File: src/rtl/note_input_pkg.sv
`default_nettype none
// ============================================================================
// Module      : note_input_pkg
// Description : Shared constants, press-FSM state encoding and a small helper
//               for the note_input_capture front end.
// Contents    : NUM_KEYS, BOARD_DEBOUNCE_CYCLES, press_state_t, more_than_one()
// Revision    : 1.0 - initial release
// ============================================================================
package note_input_pkg;

  localparam int NUM_KEYS              = 4;
  // 10 ms at 50 MHz; the simulation default of 4 is set on the modules.
  localparam int BOARD_DEBOUNCE_CYCLES = 500000;

  typedef enum logic [1:0] {
    IDLE  = 2'd0,
    HOLD  = 2'd1,
    BLOCK = 2'd2
  } press_state_t;

  // True when more than one bit is set: clearing the lowest set bit
  // leaves something behind only if a second bit was present.
  function automatic logic more_than_one(input logic [NUM_KEYS-1:0] v);
    return (v & (v - 1'b1)) != '0;
  endfunction

endpackage
`default_nettype wire

File: src/rtl/note_input_capture_debouncer.sv
`default_nettype none
// ============================================================================
// Module      : key_debouncer
// Description : Two-flop synchroniser, polarity normalisation and whole-vector
//               debounce of the board keys. Output is 1 = pressed.
// Ports       : clk, reset     - clock, synchronous active-high reset
//               key_raw[3:0]   - raw asynchronous key pins
//               keys_level[3:0]- debounced, normalised key level
// Revision    : 1.0 - initial release
// ============================================================================
module key_debouncer
  import note_input_pkg::*;
#(
  parameter int DEBOUNCE_CYCLES = 4,
  parameter int CNT_W           = 20,
  parameter int ACTIVE_LOW      = 1
) (
  input  logic                clk,
  input  logic                reset,
  input  logic [NUM_KEYS-1:0] key_raw,
  output logic [NUM_KEYS-1:0] keys_level
);

  // Raw pin value that normalises to "all released".
  localparam logic [NUM_KEYS-1:0] C_RAW_RELEASED = {NUM_KEYS{ACTIVE_LOW != 0}};
  localparam logic [CNT_W-1:0]    C_CNT_LAST     = CNT_W'(DEBOUNCE_CYCLES - 1);

  logic [NUM_KEYS-1:0] r_sync1;
  logic [NUM_KEYS-1:0] r_sync2;
  logic [NUM_KEYS-1:0] r_s_prev;
  logic [NUM_KEYS-1:0] r_level;
  logic [CNT_W-1:0]    r_cnt;
  logic [NUM_KEYS-1:0] w_s;

  assign w_s        = (ACTIVE_LOW != 0) ? ~r_sync2 : r_sync2;
  assign keys_level = r_level;

  always_ff @(posedge clk) begin
    if (reset) begin
      r_sync1  <= C_RAW_RELEASED;
      r_sync2  <= C_RAW_RELEASED;
      r_s_prev <= '0;
      r_level  <= '0;
      r_cnt    <= '0;
    end else begin
      r_sync1  <= key_raw;
      r_sync2  <= r_sync1;
      r_s_prev <= w_s;
      // Any movement restarts the stability window; the counter only runs
      // while the synchronised vector is steady and differs from the level.
      if (w_s != r_s_prev) begin
        r_cnt <= '0;
      end else if (w_s != r_level) begin
        if (r_cnt == C_CNT_LAST) begin
          r_level <= w_s;
          r_cnt   <= '0;
        end else begin
          r_cnt <= r_cnt + CNT_W'(1);
        end
      end else begin
        r_cnt <= '0;
      end
    end
  end

endmodule
`default_nettype wire

File: src/rtl/note_input_capture.sv
`default_nettype none
// ============================================================================
// Module      : note_input_capture
// Description : Key front end: debounced level path plus a press FSM that
//               delivers one note per physical press over valid/ack.
// Ports       : clk, reset       - clock, synchronous active-high reset
//               key_raw[3:0]     - raw key pins
//               enable           - presses while low are discarded
//               note_ack         - consumer took the pending note
//               note_valid       - a captured note is pending
//               note_value[3:0]  - captured key vector (1 = pressed)
//               multi_key        - more than one key down at capture
//               overrun          - sticky: a press was dropped (note unacked)
//               keys_level[3:0]  - debounced key level
// Revision    : 1.0 - initial release
// ============================================================================
module note_input_capture
  import note_input_pkg::*;
#(
  parameter int DEBOUNCE_CYCLES = 4,
  parameter int CNT_W           = 20,
  parameter int ACTIVE_LOW      = 1
) (
  input  logic                clk,
  input  logic                reset,
  input  logic [NUM_KEYS-1:0] key_raw,
  input  logic                enable,
  input  logic                note_ack,
  output logic                note_valid,
  output logic [NUM_KEYS-1:0] note_value,
  output logic                multi_key,
  output logic                overrun,
  output logic [NUM_KEYS-1:0] keys_level
);

  logic [NUM_KEYS-1:0] w_level;
  press_state_t        r_state;
  press_state_t        w_state_next;
  logic                w_capture;

  key_debouncer #(
    .DEBOUNCE_CYCLES (DEBOUNCE_CYCLES),
    .CNT_W           (CNT_W),
    .ACTIVE_LOW      (ACTIVE_LOW)
  ) u_debouncer (
    .clk        (clk),
    .reset      (reset),
    .key_raw    (key_raw),
    .keys_level (w_level)
  );

  assign keys_level = w_level;

  // HOLD and BLOCK both swallow everything until a full release; BLOCK just
  // records that the press started while responses were not accepted.
  always_comb begin
    w_state_next = r_state;
    w_capture    = 1'b0;
    case (r_state)
      IDLE: begin
        if (w_level != '0) begin
          if (enable) begin
            w_capture    = 1'b1;
            w_state_next = HOLD;
          end else begin
            w_state_next = BLOCK;
          end
        end
      end
      HOLD, BLOCK: begin
        if (w_level == '0) begin
          w_state_next = IDLE;
        end
      end
      default: w_state_next = IDLE;
    endcase
  end

  always_ff @(posedge clk) begin
    if (reset) begin
      r_state    <= IDLE;
      note_valid <= 1'b0;
      note_value <= '0;
      multi_key  <= 1'b0;
      overrun    <= 1'b0;
    end else begin
      r_state <= w_state_next;
      // A capture may replace the pending note only if that note is being
      // acknowledged in the same cycle; otherwise the press is dropped.
      if (w_capture && (!note_valid || note_ack)) begin
        note_valid <= 1'b1;
        note_value <= w_level;
        multi_key  <= more_than_one(w_level);
      end else begin
        if (w_capture) begin
          overrun <= 1'b1;
        end
        if (note_valid && note_ack) begin
          note_valid <= 1'b0;
        end
      end
    end
  end

endmodule
`default_nettype wire

File: config.mk
export PLATFORM = sky130hd
export DESIGN_NAME = note_input_capture
export DESIGN_NICKNAME = d
export VERILOG_FILES = /design/src/rtl/note_input_pkg.sv /design/src/rtl/note_input_capture_debouncer.sv /design/src/rtl/note_input_capture.sv
export SDC_FILE = /design/constraint.sdc
export NUM_CORES = 1
export LEC_CHECK = 0
export BUFFER_PORTS_ARGS = -buffer_cell sky130_fd_sc_hd__buf_2
export CORE_MARGIN = 2
export CORE_UTILIZATION = 44
export DETAILED_ROUTE_END_ITERATION = 8
export MAX_ROUTING_LAYER = met4
export PLACE_DENSITY = 0.69
export SLEW_MARGIN = 20
export SYNTH_ARGS = -nofsm -noshare
export SYNTH_HDL_FRONTEND = slang
export SYNTH_SLANG_ARGS = --single-unit
File: constraint.sdc
create_clock -name clk -period 2.74 [get_ports clk]
set_input_delay 0.137 -clock clk [delete_from_list [all_inputs] [get_ports clk]]
set_output_delay 0.137 -clock clk [all_outputs]
set_load 0.005 [all_outputs]
After elaboration in Yosys (flattened, before gate mapping) --
Index checks and enable logic that the tools add are counted. W data, S select, Z words.
Storage, ports and cells: word-level logic and storage cells 47, input bits 8, bits in registers 45
Operators by class: bitwise gates (word level) 5, add/subtract/negate cells 2, muxes and demuxes 9, eq/ne operators 7, reductions and logical operators 14
Operators by type and width (number):
- $add A20 B1 Y20 const B | 1
- $eq A20 B2 Y1 const B | 1
- $ne A4 B4 Y1 | 2
- $reduce_bool A4 Y1 | 2
- $mux W2 | 3
- $mux W1 | 5
- $and A4 B4 Y4 | 1
- $logic_not A4 Y1 | 1
- $ne A2 B2 Y1 const B | 2
- $not A4 Y4 | 1
- $pmux W2 S2 | 1
- $reduce_and A2 Y1 | 2
- $reduce_or A4 Y1 | 1
- $sub A4 B1 Y4 const B | 1
- $not A1 Y1 | 3
- $reduce_and A3 Y1 | 1
- $eq A2 B1 Y1 const B | 1
- $eq A2 B2 Y1 const B | 1
- $logic_and A1 B1 Y1 | 2
- $logic_not A2 Y1 | 1
- $reduce_bool A2 Y1 | 1
- $reduce_or A2 Y1 | 1
- $logic_not A1 Y1 | 1
- $logic_or A1 B1 Y1 | 1

Logic depth before layout (Yosys ltp) --
depth after elaboration 6, gate-level depth with buffers 7

By module --
Synthesis repeated with hierarchy kept, for this count alone.
Unflattened totals: cell total of the unflattened synthesis 198, area, all modules 1936.9 µm²
Modules (own cells, without submodules):
- key_debouncer | cells an instance 150, area each 1466.4 µm², instances 1
- note_input_capture | cells an instance 48, area each 470.5 µm², instances 1

Worst setup path after synthesis --
No wires, ideal clock.
path type register -> register, start point register u_debouncer.r_cnt[0], end point register u_debouncer.r_cnt[12], period minus slack after synthesis 1.714 ns, setup time 0.129 ns, setup slack 1.026 ns, stages on the path, launching flop included 8, data required time 2.611 ns, arrival 1.585 ns, buffers on the path 1, cells stage by stage dfxtp_1 > ha_1 > nor4b_1 > nand4_1 > nor4_1 > or3_1 > clkbuf_1 > nor2_1
Between the ends: word-level cells in the longest chain between the ends 2
Ends and longest elaborated chain:
- start: declaration | line note_input_capture_debouncer.sv:32 | logic [CNT_W-1:0] r_cnt;
- start signal: assignment | line note_input_capture_debouncer.sv:58 | r_cnt <= r_cnt + CNT_W'(1);
- parallel branches: the longest is 2 deep, another holds $add A20 B1 Y20
Several ways; the timed one is not identified. A chain may end at the register's enable or synchronous reset.

Worst setup path after layout --
start point register u_debouncer.r_cnt[0], end point register u_debouncer.r_cnt[5]
The elaborated chain is that of the path after synthesis.

==> out/qor.yml <==
drt:
  first_pass_iters: 3
  first_iter_violations: 62
  drc: 0
  met1_length_mm: 1.52
  wl_per_cell_um: 11.2
  wl_met3_um: 95
  dr.max_layer_used: "met4"
  antenna_left: 0
  met2_length_mm: 1.34
  drt-total-wl_mm: 2.99
  vias: 1312
  vias_per_cell: 4.90
layout:
  antennaDiodeCount: 0
  nNetsFinal: 227
  syn_to_final_growth_pct: 14.0
  drive_gt1_share_pct: 19.7
critical_path:
  cp.arrival_ns: 2.25
  worstPathMaxFanout: 20
  start_kind: "register"
  r2r_cells: 6
  path_class: "register to register"
  end_kind: "register"
  cp.required_ns: 2.89
clock_network:
  clk_path_buf_depth: 2
  clock_sinks: 45
  cts_tree: "built"
  cts-buffers-inserted: 5
  clk_latency_ns: 0.30
  cts_root_buf: "clkbuf_8"
  post_cts_resized: 0
  clkSlewWorstSetupHoldPaths_ns: 0.08
  h-tree-depth: 2
run_status:
  outcome: "finished clean"
yosys:
  yosysWarnings: 0
  synthesis.area_um2: 1820
  syn_avg_cell_area_um2: 9.43
  synth_seq_area_share_pct: 49.5
  synth-edff-count: 0
  synth_cells: 193
  synthArstFlopShare_pct: 0
  ys_types: 29
  ys.flop_type: "dfxtp_1"
  synth_nets: 203
  ys_ff_latch: 45
timing:
  fin_worst_skew_ns: 0.00874
  tightest_slew_ns: 0.683
  slew_headroom_pct: 54.5
  grt_setup_unrepaired: "false"
  setup_violations: 0
  period_needed_ns: 2.10
  fin_crit_sh_pct: 76.5
  slew_violations: 0
  hold_viol: 0
  fin_ws_ns: 0.644
  fin_setup_tns_ns: 0
  clock.fmax_ghz: 0.477
global_route:
  grt_overflow: 0
  grt_usage_pct: 14.9
  grt_pass1_vias: 1142
  grt_antenna_before_repair: 0
  grt_pass1_wl_mm: 4.97
  grt_max_degree: 27
run:
  cap_violations: 0
placement:
  portBuffers: 18
  pre_cts_ws_ns: 0.619
  dp_hpwl_mm: 2.09
  place_congestion: 0.814
die:
  core_um2: 4000
  die_w_um: 68.3
  dieArea_um2: 4660
  num_rows: 23
  start_util_pct: 45.5
  die_h_um: 68.3
  ios: 19
hold_path:
  hold_depth: 2
  worstHoldPathType: "primary input to register"
power:
  total_leakage_power_nw: 0.782
  ir_drop_uv: 276
  power_density_nw_per_um2: 528
[report_power, final]
part / leakage (nW) / switching [mW] / internal [mW]
clock network: 0.0374 / 0.214 / 0.179
logic: 0.379 / 0.0186 / 0.0166
registers: 0.365 / 0.00494 / 0.662
total: 0.782 / 0.237 / 0.858
[sequential cells by signal, summed over array words and instances, names as in the netlist]
name / flops
u_debouncer.r_s_prev: 4
overrun: 1
u_debouncer.keys_level: 4
u_debouncer.r_sync1: 4
u_debouncer.r_sync2: 4
note_value: 4
r_state: 2
multi_key: 1
u_debouncer.r_cnt: 20
note_valid: 1
[layout make-up]
type / count / area, µm²
multi-input combinational: 136 / 873
tap: 50 / 62.6
clock inverter: 2 / 15.0
inverter: 8 / 30.0
timing repair buffer: 21 / 120
clock buffer: 6 / 72.6
fill: 381 / 1930
sequential: 45 / 901
[final timing paths]
kind	from	to	slack [ns]
setup / recovery	u_debouncer.r_cnt[0]	u_debouncer.r_cnt[5]	0.64
hold / removal	key_raw[2]	u_debouncer.r_sync1[2]	0.02
setup reg to reg	u_debouncer.r_cnt[0]	u_debouncer.r_cnt[5]	0.64
hold reg to reg	u_debouncer.r_sync1[2]	u_debouncer.r_sync2[2]	0.41
[synth_stat cells (2+ instances only)]
library cell,instances,share of area (%)
a21oi_1,3,0.83
clkbuf_1,4,0.83
dfxtp_1,45,50
ha_1,2,1.4
inv_1,8,1.7
mux2_2,5,3.1
mux2i_1,4,2.2
nand2_1,6,1.2
nand2b_1,2,0.69
nand3_1,7,1.9
nand4_1,6,2.1
nor2_1,39,8.0
nor2b_1,4,1.4
nor3_1,7,1.9
nor4_1,6,2.1
or2_2,8,2.8
xnor2_1,17,8.2
xor2_1,9,4.3
[worst max-delay path, stage by stage (launching register included)]
cell	delay [ns]
dfxtp_1	0.37
ha_1	0.23
nor4b_1	0.25
nand4_1	0.13
nor4_1	0.26
or3_1	0.61
nor2_1	0.11
[timing repair]
| action | CTS | global route |
|---|---|---|
| hold buffers | 3 | 0 |
| buffers inserted | 0 | 0 |
| hold endpoints to repair | 3 | 0 |
[stage by stage]
step	total power, mW	cells	util (%)	instance area (µm²)	hold slack [ns]
after floorplan	0.704	193	-	1820	0.213
after global placement	0.714	257	48.9	1960	0.320
after detailed placement	0.714	257	48.9	1960	0.322
after CTS	1.12	268	51.9	2070	0.000630
after global routing	1.15	268	51.9	2070	0.00471
final	1.10	268	51.9	2070	0.0157
[placed cells by master, fill, tap and decap left out, drive strengths merged]
cell,n
dfxtp,45
nor2,40
buf,18
xnor2,17
xor2,9
inv,8
or2,8
nand3,7
nor3,7
nor4,7
nand4,7
nand2,6
clkbuf,6
mux2,5
mux2i,4
nor2b,4
a21oi,3
dlygate4sd3,3
nand2b,2
ha,2
clkinvlp,2
or4,2
nor4b,1
or3,1
and3,1
maj3,1
o21ba,1
a22oi,1
[logic make-up (layout without fill, tap and decap cells)]
kind of cell               Yosys count  in the layout  synth area share, %
AOI/OAI and AO/OA                    5              5                 1.79
xor gates and xnor gates            26             26                 12.5
adders and majority gates            3              3                 1.93
buffers and inverters               12             37                 2.48
DFF                                 45             45                 49.5
muxes                                9              9                 5.30
and+or+nand+nor                     93             93                 26.5
[metal layers]
metal  global-route usage [%]  up-vias
li1                         -      690
met1                     18.6      605
met2                     21.8       13
met3                     4.93        4
met4                     6.75        0
met5                        -        -
No activity file was read; power rests on OpenSTA's default activity.
